## config.mk

```make
export PLATFORM = sky130hd
export DESIGN_NAME = alu_seq
export DESIGN_NICKNAME = d
export VERILOG_FILES = /design/src/rtl/alu_seq_pkg.sv /design/src/rtl/alu_seq_mul.sv /design/src/rtl/alu_seq.sv
export SDC_FILE = /design/constraint.sdc
export NUM_CORES = 1
export LEC_CHECK = 0
export ABC_AREA = 1
export CORE_ASPECT_RATIO = 0.7
export CORE_UTILIZATION = 54
export CTS_BUF_LIST = sky130_fd_sc_hd__clkbuf_4 sky130_fd_sc_hd__clkbuf_8
export CTS_CLUSTER_DIAMETER = 30
export DETAILED_ROUTE_END_ITERATION = 10
export GPL_ROUTABILITY_DRIVEN = 0
export PLACE_DENSITY = 0.79
export SLEW_MARGIN = 40
export SYNTH_ARGS = -nofsm -noshare
export SYNTH_HDL_FRONTEND = slang
export SYNTH_SLANG_ARGS = --single-unit
```

## constraint.sdc

```tcl
create_clock -name clk -period 2.65 [get_ports clk]
set_input_delay 0.795 -clock clk [delete_from_list [all_inputs] [get_ports clk]]
set_output_delay 0.795 -clock clk [all_outputs]
set_load 0.01 [all_outputs]
```

## src/rtl/alu_seq_pkg.sv

```systemverilog
// Shared definitions for the sequential ALU: opcodes, FSM states and flag bundle.
package alu_seq_pkg;

    localparam logic [3:0] OP_ADD  = 4'd0;
    localparam logic [3:0] OP_SUB  = 4'd1;
    localparam logic [3:0] OP_AND  = 4'd2;
    localparam logic [3:0] OP_OR   = 4'd3;
    localparam logic [3:0] OP_XOR  = 4'd4;
    localparam logic [3:0] OP_SHL  = 4'd5;
    localparam logic [3:0] OP_SHR  = 4'd6;
    localparam logic [3:0] OP_PASS = 4'd7;
    localparam logic [3:0] OP_ADC  = 4'd8;
    localparam logic [3:0] OP_SBC  = 4'd9;
    localparam logic [3:0] OP_SAR  = 4'd10;
    localparam logic [3:0] OP_MUL  = 4'd11;
    localparam logic [3:0] OP_CMP  = 4'd12;

    // IDLE accepts operations; MUL waits for the iterative multiplier.
    typedef enum logic {
        ST_IDLE = 1'b0,
        ST_MUL  = 1'b1
    } state_t;

    typedef struct packed {
        logic z;
        logic n;
        logic c;
        logic v;
        logic err;
    } flags_t;

    // Opcodes 13..15 are unassigned and reported through err.
    function automatic logic is_legal(input logic [3:0] op);
        return op <= OP_CMP;
    endfunction

endpackage

```

## src/rtl/alu_seq_mul.sv

```systemverilog
// Iterative shift-add unsigned multiplier: one multiplier bit per cycle.
// The first iteration happens on the start edge itself, so the full product
// is available (done=1) during the cycle after WIDTH-1 further edges.
module alu_seq_mul
    import alu_seq_pkg::*;
#(
    parameter int WIDTH = 8
) (
    input  logic                 clk,
    input  logic                 rst_n,
    input  logic                 start,
    input  logic [WIDTH-1:0]     a,
    input  logic [WIDTH-1:0]     b,
    output logic                 done,
    output logic [2*WIDTH-1:0]   product
);

    localparam int CW = $clog2(WIDTH + 1);
    localparam logic [CW-1:0] LAST = CW'(WIDTH);

    logic               active;
    logic [CW-1:0]      count;
    logic [WIDTH-1:0]   mcand;
    logic [2*WIDTH-1:0] prod;

    logic [2*WIDTH-1:0] step_src;
    logic [WIDTH-1:0]   step_mcand;
    logic [WIDTH:0]     step_sum;
    logic [2*WIDTH-1:0] step_next;

    // One shift-add step: upper half accumulates the multiplicand when the
    // current low bit is set, then the whole register shifts right by one.
    // On start the step works directly on the incoming operands.
    always_comb begin
        step_src   = start ? {{WIDTH{1'b0}}, b} : prod;
        step_mcand = start ? a : mcand;
        step_sum   = {1'b0, step_src[2*WIDTH-1:WIDTH]}
                   + (step_src[0] ? {1'b0, step_mcand} : {(WIDTH+1){1'b0}});
        step_next  = {step_sum, step_src[WIDTH-1:1]};
    end

    // Iteration counter and product register; reset aborts any product in flight.
    always_ff @(posedge clk or negedge rst_n) begin
        if (!rst_n) begin
            active <= 1'b0;
            count  <= '0;
            mcand  <= '0;
            prod   <= '0;
        end else if (start) begin
            active <= 1'b1;
            count  <= CW'(1);
            mcand  <= a;
            prod   <= step_next;
        end else if (active) begin
            if (count == LAST) begin
                active <= 1'b0;
            end else begin
                prod  <= step_next;
                count <= count + CW'(1);
            end
        end
    end

    assign done    = active && (count == LAST);
    assign product = prod;

endmodule

```

## src/rtl/alu_seq.sv

```systemverilog
// Sequential ALU with valid/ready handshakes. Single-cycle ops register their
// result on the accept edge; MUL hands off to the iterative multiplier and the
// result appears WIDTH edges later.
module alu_seq
    import alu_seq_pkg::*;
#(
    parameter int WIDTH = 8
) (
    input  logic             clk,
    input  logic             rst_n,
    input  logic             in_valid,
    output logic             in_ready,
    input  logic [WIDTH-1:0] A,
    input  logic [WIDTH-1:0] B,
    input  logic [3:0]       op,
    output logic             out_valid,
    input  logic             out_ready,
    output logic [WIDTH-1:0] Y,
    output logic [WIDTH-1:0] Y_hi,
    output logic             Z,
    output logic             N,
    output logic             C,
    output logic             V,
    output logic             err,
    output logic             busy
);

    localparam int SHW = $clog2(WIDTH);

    state_t state;
    state_t state_next;

    logic               accept;
    logic               alu_load;
    logic               mul_start;
    logic               mul_done;
    logic               mul_load;
    logic [2*WIDTH-1:0] mul_product;
    logic [WIDTH-1:0]   mul_hi;

    logic [SHW-1:0]            sh_amt;
    logic                      carry_in;
    logic [WIDTH:0]            sum;
    logic [WIDTH:0]            diff;
    logic                      add_v;
    logic                      sub_v;
    logic [2*WIDTH-1:0]        shl_full;
    logic [2*WIDTH-1:0]        shr_full;
    logic signed [2*WIDTH-1:0] sar_full;
    logic [WIDTH-1:0]          alu_y;
    logic [WIDTH-1:0]          flag_val;
    logic                      alu_c;
    logic                      alu_v;
    flags_t                    alu_flags;

    // A new op may enter only when idle and the output slot is free or draining.
    assign in_ready  = (state == ST_IDLE) && (!out_valid || out_ready);
    assign accept    = in_valid && in_ready;
    assign mul_start = accept && (op == OP_MUL);
    assign alu_load  = accept && (op != OP_MUL);
    assign mul_load  = (state == ST_MUL) && mul_done;
    assign busy      = (state == ST_MUL);
    assign mul_hi    = mul_product[2*WIDTH-1:WIDTH];

    alu_seq_mul #(
        .WIDTH(WIDTH)
    ) u_mul (
        .clk     (clk),
        .rst_n   (rst_n),
        .start   (mul_start),
        .a       (A),
        .b       (B),
        .done    (mul_done),
        .product (mul_product)
    );

    // State register; reset drops any multiply in progress.
    always_ff @(posedge clk or negedge rst_n) begin
        if (!rst_n) begin
            state <= ST_IDLE;
        end else begin
            state <= state_next;
        end
    end

    // Enter MUL on an accepted multiply, return to IDLE once the product is in.
    always_comb begin
        state_next = state;
        case (state)
            ST_IDLE: if (mul_start) state_next = ST_MUL;
            ST_MUL:  if (mul_done)  state_next = ST_IDLE;
            default: state_next = ST_IDLE;
        endcase
    end

    // Single-cycle datapath. The stored C flag feeds ADC/SBC; add and subtract
    // are done one bit wider so the top bit is carry-out or borrow. Shifts go
    // through a double-width window so the last bit shifted out lands on a
    // fixed position. CMP takes its Z/N from the difference but returns A.
    always_comb begin
        sh_amt   = B[SHW-1:0];
        carry_in = C & ((op == OP_ADC) | (op == OP_SBC));
        sum      = {1'b0, A} + {1'b0, B} + {{WIDTH{1'b0}}, carry_in};
        diff     = {1'b0, A} - {1'b0, B} - {{WIDTH{1'b0}}, carry_in};
        add_v    = (A[WIDTH-1] == B[WIDTH-1]) && (sum[WIDTH-1] != A[WIDTH-1]);
        sub_v    = (A[WIDTH-1] != B[WIDTH-1]) && (diff[WIDTH-1] != A[WIDTH-1]);
        shl_full = {{WIDTH{1'b0}}, A} << sh_amt;
        shr_full = {A, {WIDTH{1'b0}}} >> sh_amt;
        sar_full = $signed({A, {WIDTH{1'b0}}}) >>> sh_amt;

        alu_y    = '0;
        flag_val = '0;
        alu_c    = 1'b0;
        alu_v    = 1'b0;

        case (op)
            OP_ADD, OP_ADC: begin
                alu_y    = sum[WIDTH-1:0];
                flag_val = alu_y;
                alu_c    = sum[WIDTH];
                alu_v    = add_v;
            end
            OP_SUB, OP_SBC: begin
                alu_y    = diff[WIDTH-1:0];
                flag_val = alu_y;
                alu_c    = diff[WIDTH];
                alu_v    = sub_v;
            end
            OP_CMP: begin
                alu_y    = A;
                flag_val = diff[WIDTH-1:0];
                alu_c    = diff[WIDTH];
                alu_v    = sub_v;
            end
            OP_AND: begin
                alu_y    = A & B;
                flag_val = alu_y;
            end
            OP_OR: begin
                alu_y    = A | B;
                flag_val = alu_y;
            end
            OP_XOR: begin
                alu_y    = A ^ B;
                flag_val = alu_y;
            end
            OP_PASS: begin
                alu_y    = A;
                flag_val = alu_y;
            end
            OP_SHL: begin
                alu_y    = shl_full[WIDTH-1:0];
                flag_val = alu_y;
                alu_c    = (sh_amt != '0) & shl_full[WIDTH];
            end
            OP_SHR: begin
                alu_y    = shr_full[2*WIDTH-1:WIDTH];
                flag_val = alu_y;
                alu_c    = (sh_amt != '0) & shr_full[WIDTH-1];
            end
            OP_SAR: begin
                alu_y    = sar_full[2*WIDTH-1:WIDTH];
                flag_val = alu_y;
                alu_c    = (sh_amt != '0) & sar_full[WIDTH-1];
            end
            OP_MUL: begin
                alu_y    = '0;
            end
            default: begin
                alu_y    = '0;
                flag_val = '0;
            end
        endcase

        alu_flags.z   = (flag_val == '0);
        alu_flags.n   = flag_val[WIDTH-1];
        alu_flags.c   = alu_c;
        alu_flags.v   = alu_v;
        alu_flags.err = !is_legal(op);
    end

    // Result register: loads on a single-cycle accept or multiplier completion,
    // otherwise holds; out_valid drops only when the consumer takes the result.
    always_ff @(posedge clk or negedge rst_n) begin
        if (!rst_n) begin
            out_valid <= 1'b0;
            Y         <= '0;
            Y_hi      <= '0;
            Z         <= 1'b0;
            N         <= 1'b0;
            C         <= 1'b0;
            V         <= 1'b0;
            err       <= 1'b0;
        end else if (alu_load) begin
            out_valid <= 1'b1;
            Y         <= alu_y;
            Y_hi      <= '0;
            Z         <= alu_flags.z;
            N         <= alu_flags.n;
            C         <= alu_flags.c;
            V         <= alu_flags.v;
            err       <= alu_flags.err;
        end else if (mul_load) begin
            out_valid <= 1'b1;
            Y         <= mul_product[WIDTH-1:0];
            Y_hi      <= mul_hi;
            Z         <= (mul_product == '0);
            N         <= mul_product[WIDTH-1];
            C         <= (mul_hi != '0);
            V         <= (mul_hi != '0);
            err       <= 1'b0;
        end else if (out_valid && out_ready) begin
            out_valid <= 1'b0;
        end
    end

endmodule
```

Word-level counts from Yosys, hierarchy flattened --
Index checks and enable logic that the tools add are counted.
Storage, ports and cells: flip-flop bits (word level) 52, bits of input ports 24
Operators by class: $add $sub $neg 6, $lt $le $gt $ge 1, equality and inequality tests 19, shifts and indexed selects 3, multiplexer cells 35, bitwise logic cells 9, reductions and logical operators 25
Operators with widths (number):
- $pmux 8 s9 | 2
- $mux 16 | 4
- $mux 8 | 6
- $eq 4x4->1 const B | 6
- $mux 1 | 17
- $eq 4x3->1 const B | 4
- $logic_not 16->1 | 1
- $shr 16x3->16 | 1
- $sshr 16x3->16 | 1
- $mux 4 | 3
- $add 8x8->9 | 1
- $add 8x9->9 | 1
- $add 9x1->9 | 1
- $logic_and 1x1->1 | 9
- $shl 8x3->9 | 1
- $sub 8x8->9 | 1
- $sub 9x1->9 | 1
- $and 8x8->8 | 1
- $eq 4x2->1 const B | 2
- $logic_not 8->1 | 1
- $or 8x8->8 | 1
- $reduce_bool 8->1 | 1
- $xor 8x8->8 | 1
- $reduce_bool 3->1 | 2
- 19 further kinds | 29

Depth between registers and ports, before layout --
depth in word-level cells 11, gate-level depth with buffers 23, gate-level depth less buffers 23

Cells and area by module --
Synthesis repeated with hierarchy kept, for this count alone.
Second synthesis, totals: cells, all modules 780, area total of the unflattened synthesis 5074.9 sq um
Modules (own cells, without submodules):
- alu_seq | times used 1, cells an instance 564, area an instance 3358.2 sq um, sequential area each 575.6 sq um
- alu_seq_mul | times used 1, cells an instance 216, area an instance 1716.6 sq um, sequential area each 725.7 sq um

Worst setup path before layout --
OpenSTA, ideal clock, no wires.
path kind input port to flip-flop, start in out_ready, end reg u_mul.prod[15], in the netlist u_mul.product[15], arrival time 3.081 ns, path slack -0.514 ns, cell stages on the path 21, path buffers 1, path through nor2_1 > nor2_1 > nand2_1 > nor2_4 > buf_2 > o21ai_0 > nor2_1 > ha_1 > inv_1 > fa_1 > nor2_1 > o21ai_0 > nand2_1 > nand2_1 > nand2_1 > a21oi_1 > nor2_1 > nor2_1 > nor2_1 > o21ai_0 > o21ai_0
Between the ends: word-level cells in the longest chain between the ends 10, elaborated cells on any way between the ends 14, classes of those cells add/sub: 1; eq/ne: 1; mux: 6; reduce/logical: 6
RTL lines:
- start: declaration | RTL line alu_seq.sv:17 | input logic out_ready,
- $logic_or 1x1->1 (*) | RTL line alu_seq.sv:57 | assign in_ready = (state == ST_IDLE) && (!out_valid || out_ready);
- $logic_and 1x1->1 (*) | RTL line alu_seq.sv:57
- net in_ready | RTL line alu_seq.sv:12 | output logic in_ready,
- $logic_and 1x1->1 (*) | RTL line alu_seq.sv:58 | assign accept = in_valid && in_ready;
- $logic_and 1x1->1 (*) | RTL line alu_seq.sv:59 | assign mul_start = accept && (op == OP_MUL);
- $mux 8 or $mux 16 (tied branches)
- $mux 8 | RTL line alu_seq_mul.sv:38 | + (step_src[0] ? {1'b0, step_mcand} : {(WIDTH+1){1'b0}});
- $add 8x9->9 | RTL line alu_seq_mul.sv:38
- $mux 16 | RTL line alu_seq_mul.sv:55 | if (count == LAST) begin
- $mux 16 | RTL line alu_seq_mul.sv:54 | end else if (active) begin
- $mux 16 | RTL line alu_seq_mul.sv:49 | end else if (start) begin
- end signal: assignment | RTL line alu_seq_mul.sv:53 | prod <= step_next;
- end signal: assignment | RTL line alu_seq_mul.sv:58 | prod <= step_next;
- end: declaration | RTL line alu_seq_mul.sv:24 | logic [2*WIDTH-1:0] prod;
The timed path passes the listed nets; every way through them passes the cells marked *. The select of a mux whose other input is x is not followed. A chain may end at the register's enable or synchronous reset.

Worst setup path in the final report --
start in op[2], end reg u_mul.prod[14], in the netlist u_mul.product[14]
Between the ends: word-level cells in the longest chain between the ends 8, elaborated cells on any way between the ends 12, classes of those cells add/sub: 1; eq/ne: 2; mux: 6; reduce/logical: 3
RTL lines:
- start: declaration | RTL line alu_seq.sv:15 | input logic [3:0] op,
- $eq 4x4->1 (*) | RTL line alu_seq.sv:59
- $logic_and 1x1->1 (*) | RTL line alu_seq.sv:59
- $mux 8 or $mux 16 (tied branches)
- $mux 8 | RTL line alu_seq_mul.sv:38
- $add 8x9->9 | RTL line alu_seq_mul.sv:38
- $mux 16 | RTL line alu_seq_mul.sv:55
- $mux 16 | RTL line alu_seq_mul.sv:54
- $mux 16 | RTL line alu_seq_mul.sv:49
Every way passes the cells marked *; elsewhere a longest branch is shown, timed or not. The select of a mux whose other input is x is not followed.

==> qor.txt <==
=====================================================================================
Maximum clock frequency                                                     0.301 GHz
Proportion of synthesized chip area in sequential cells                         26.5%
Worst endpoint required time                                                  2.92 ns
Detailed router's first-iteration violation count                                1529
Worst max-slew margin expressed relative to the limit                           53.3%
Number of distinct library cells after synthesis                                   30
Post-synthesis area per instance                                           6.26 sq um
Via count of the first global-routing pass                                       6410
Outcome                                                                  finished, violations left
Worst setup timing slack at the placement stage                              -1.16 ns
Routed Wire Length                                                            24.0 mm
Initial antenna violation count                                                     0
Number of max-cap violations                                                        0
Number of levels in the clock H-tree                                                2
Die Width                                                                 116 microns
Setup crit end kind                                                              flop
Wire length of the first global-routing pass                                  32.4 mm
I/O pin total                                                                      48
Reg clk slew, reported paths                                                  0.12 ns
Num CTS Buffers                                                                     5
Worst vdd ir                                                                 0.898 mV
Final setup violating endpoints                                                    19
Later-pin clock latency in the skew report                                    0.34 ns
Sort of element at the start of the critical path                        primary input
#FFs+latches synth                                                                 52
Areal power density over the cells                                        699 nW/um^2
Setup repair after global routing missed its margin                               yes
Placed cell area                                                           6440 sq um
Floorplan core area                                                        8650 sq um
Layout Cell Area excl Fill                                                 7610 sq um
Number of nets in the synthesized netlist                                         856
Cell Rows                                                                          28
Overall routing resource usage                                                  45.6%
Routed Antenna Nets                                                                 0
Class of the most critical setup path                                    primary input to flop
Number of cells produced by synthesis                                             786
Commonest cells after routing, fill and taps aside                       198 x nand2_1, 140 x buf_4, 96 x inv_1
Post-DP HPWL                                                                  13.7 mm
Violations in the final reports                                          design-rule violations, negative setup slack
Warning count from the yosys run                                                    0
Min Clock Period, post-route                                                  3.32 ns
DR pass1 iterations                                                                11
Post-layout utilization of the core                                             88.0%
Max-slew violation count                                                            0
Total vias in the final route                                                    7083
Pin count of the biggest net entering global routing                               53
Worst hold slack                                                             0.496 ns
CP max FO                                                                           6
Setup clock skew after layout                                               0.0210 ns
TritonCTS clock tree                                                              yes
Net count, final                                                                 1052
Post-detailed-route DRC marker count                                              118
Y dimension of the die                                                   81.8 microns
Number of buffers inserted by port buffering                                       47
DR WL/cell                                                               21.8 microns
Share of final-layout standard cells stronger than drive strength 1             34.0%
Total count of hold-check failures in the final report                              0
P&R area growth vs syn                                                          54.8%
Period Utilization, post-route                                                   125%
CTS max path bufs                                                                   2
Total leakage power                                                           3.88 nW
Most frequent standard cell in the layout excluding fill and tap cells        nand2_1
Initial cell density of the core                                                56.8%
CTS Sinks                                                                          52
Ratio of routed vias to standard cells                                           6.42
Data arrival time of the critical path                                        3.60 ns
Final global-route overflow total                                                   0
Die footprint                                                              9500 sq um
Worst min-delay path category                                            flop to flop
Library cell used as clock root buffer                                       clkbuf_8
Final setup margin                                                          -0.673 ns
Number of antenna diodes                                                            0
Transition time at the pin with the least slew margin                        0.701 ns
Post-synthesis instance area                                               4920 sq um
=====================================================================================
synth_stat cells:
| cell | instances | area, sq um |
|---|---|---|
| or2_2 | 1 | 6.26 |
| o21ai_0 | 69 | 345 |
| o22ai_1 | 5 | 31.3 |
| nand3b_1 | 4 | 30.0 |
| nand4_1 | 10 | 62.6 |
| a32o_1 | 1 | 10.0 |
| clkbuf_1 | 5 | 18.8 |
| fa_1 | 5 | 100 |
| o2111ai_1 | 3 | 26.3 |
| o21bai_1 | 4 | 30.0 |
| nor2_4 | 2 | 22.5 |
| inv_1 | 108 | 405 |
| o31ai_1 | 2 | 15.0 |
| inv_2 | 13 | 48.8 |
| a21oi_1 | 40 | 200 |
| nand2_2 | 5 | 31.3 |
| nor4_1 | 4 | 25.0 |
| buf_2 | 11 | 55.1 |
| dfrtp_1 | 52 | 1300 |
| nor2_2 | 2 | 12.5 |
| ha_1 | 41 | 513 |
| xor2_1 | 3 | 26.3 |
| a221oi_1 | 1 | 8.76 |
| nand2_1 | 228 | 856 |
| nor3_1 | 1 | 5.00 |
| nor2_1 | 91 | 342 |
| o211ai_1 | 5 | 37.5 |
| o21ai_1 | 6 | 30.0 |
| nand3_1 | 63 | 315 |
| a31oi_1 | 1 | 6.26 |
cells by family after synthesis:
kind of cell | Yosys count | share of synthesized area, %
buffers and inverters | 137 | 10.7
AOI/OAI and AO/OA | 137 | 15.1
adders and majority gates | 46 | 12.5
DFF | 52 | 26.5
xor gates and xnor gates | 3 | 0.534
and+or+nand+nor | 411 | 34.7
power by group:
group          internal [mW]  total (mW)  switching [mW]
Combinational           1.46        3.38            1.93
Sequential              1.12        1.34           0.219
Clock                  0.287       0.602           0.315
what timing repair did:
item,in CTS,in global routing
buffers inserted,34,12
setup endpoints to repair,21,19
hold buffers,0,0
pin swaps,63,74
gates resized for setup,102,120
path summary, 6_finish.rpt:
check | startpoint | to | slack (ns) | cells past startpoint
max | op[2] | u_mul.product[14] | -0.67 | 24
min reg2reg | Z | Z | 0.50 | 2
min in group asynchronous | rst_n | err | 0.58 | 2
max reg2reg | out_valid | u_mul.product[14] | -0.59 | 23
max in group asynchronous | rst_n | u_mul.product[10] | 1.59 | 2
min | Z | Z | 0.50 | 2
flip-flops by register name, summed over array words and instances (netlist names):
register	cells
C	1
N	1
V	1
Y	8
Y_hi	8
Z	1
busy	1
err	1
out_valid	1
u_mul.active	1
u_mul.count	4
u_mul.mcand	8
u_mul.product	16
final cells by class:
type,instances,area [sq um]
Multi-Input combinational cell,597,3840
Inverter,121,467
Clock inverter,3,46.3
Clock buffer,5,68.8
Tap cell,120,150
Timing Repair Buffer,205,1740
Sequential cell,52,1300
Fill cell,454,1040
routing by layer:
metal	global-route usage, %	vias to the layer above	routed length, microns
met5	0	-	0
met4	19.1	0	1850
met3	17.3	266	3940
met2	68.0	744	9630
met1	59.1	3151	8620
li1	-	2922	-
worst max-delay path: stages:
cell and delay [ns]:
buf_8 0.11, inv_8 0.05, nand2_8 0.05, nor2_4 0.10, inv_2 0.06, nor2_4 0.25
buf_6 0.15, buf_6 0.12, nand2_2 0.06, o21ai_2 0.10, nor2_2 0.08, buf_4 0.16
ha_4 0.25, nand3_2 0.08, nand2_2 0.07, nand2_2 0.08, nand2_1 0.08, a21oi_2 0.18
nor2_2 0.08, o21ai_2 0.23, nand2_1 0.16, nand2_1 0.15, nand3_2 0.11, o21ai_2 0.07
per-stage QoR:
| stage | std cells | power (mW) | setup TNS (ns) |
|---|---|---|---|
| floorplan | 786 | 2.57 | -0.754 |
| global placement | 1056 | 3.56 | -15.66 |
| detailed placement | 1056 | 3.67 | -18.59 |
| CTS | 1095 | 4.59 | -4.08 |
| global route | 1103 | 5.55 | -7.61 |
| finish | 1103 | 5.32 | -6.26 |
Note: power is estimated with default switching activity, not from simulation.
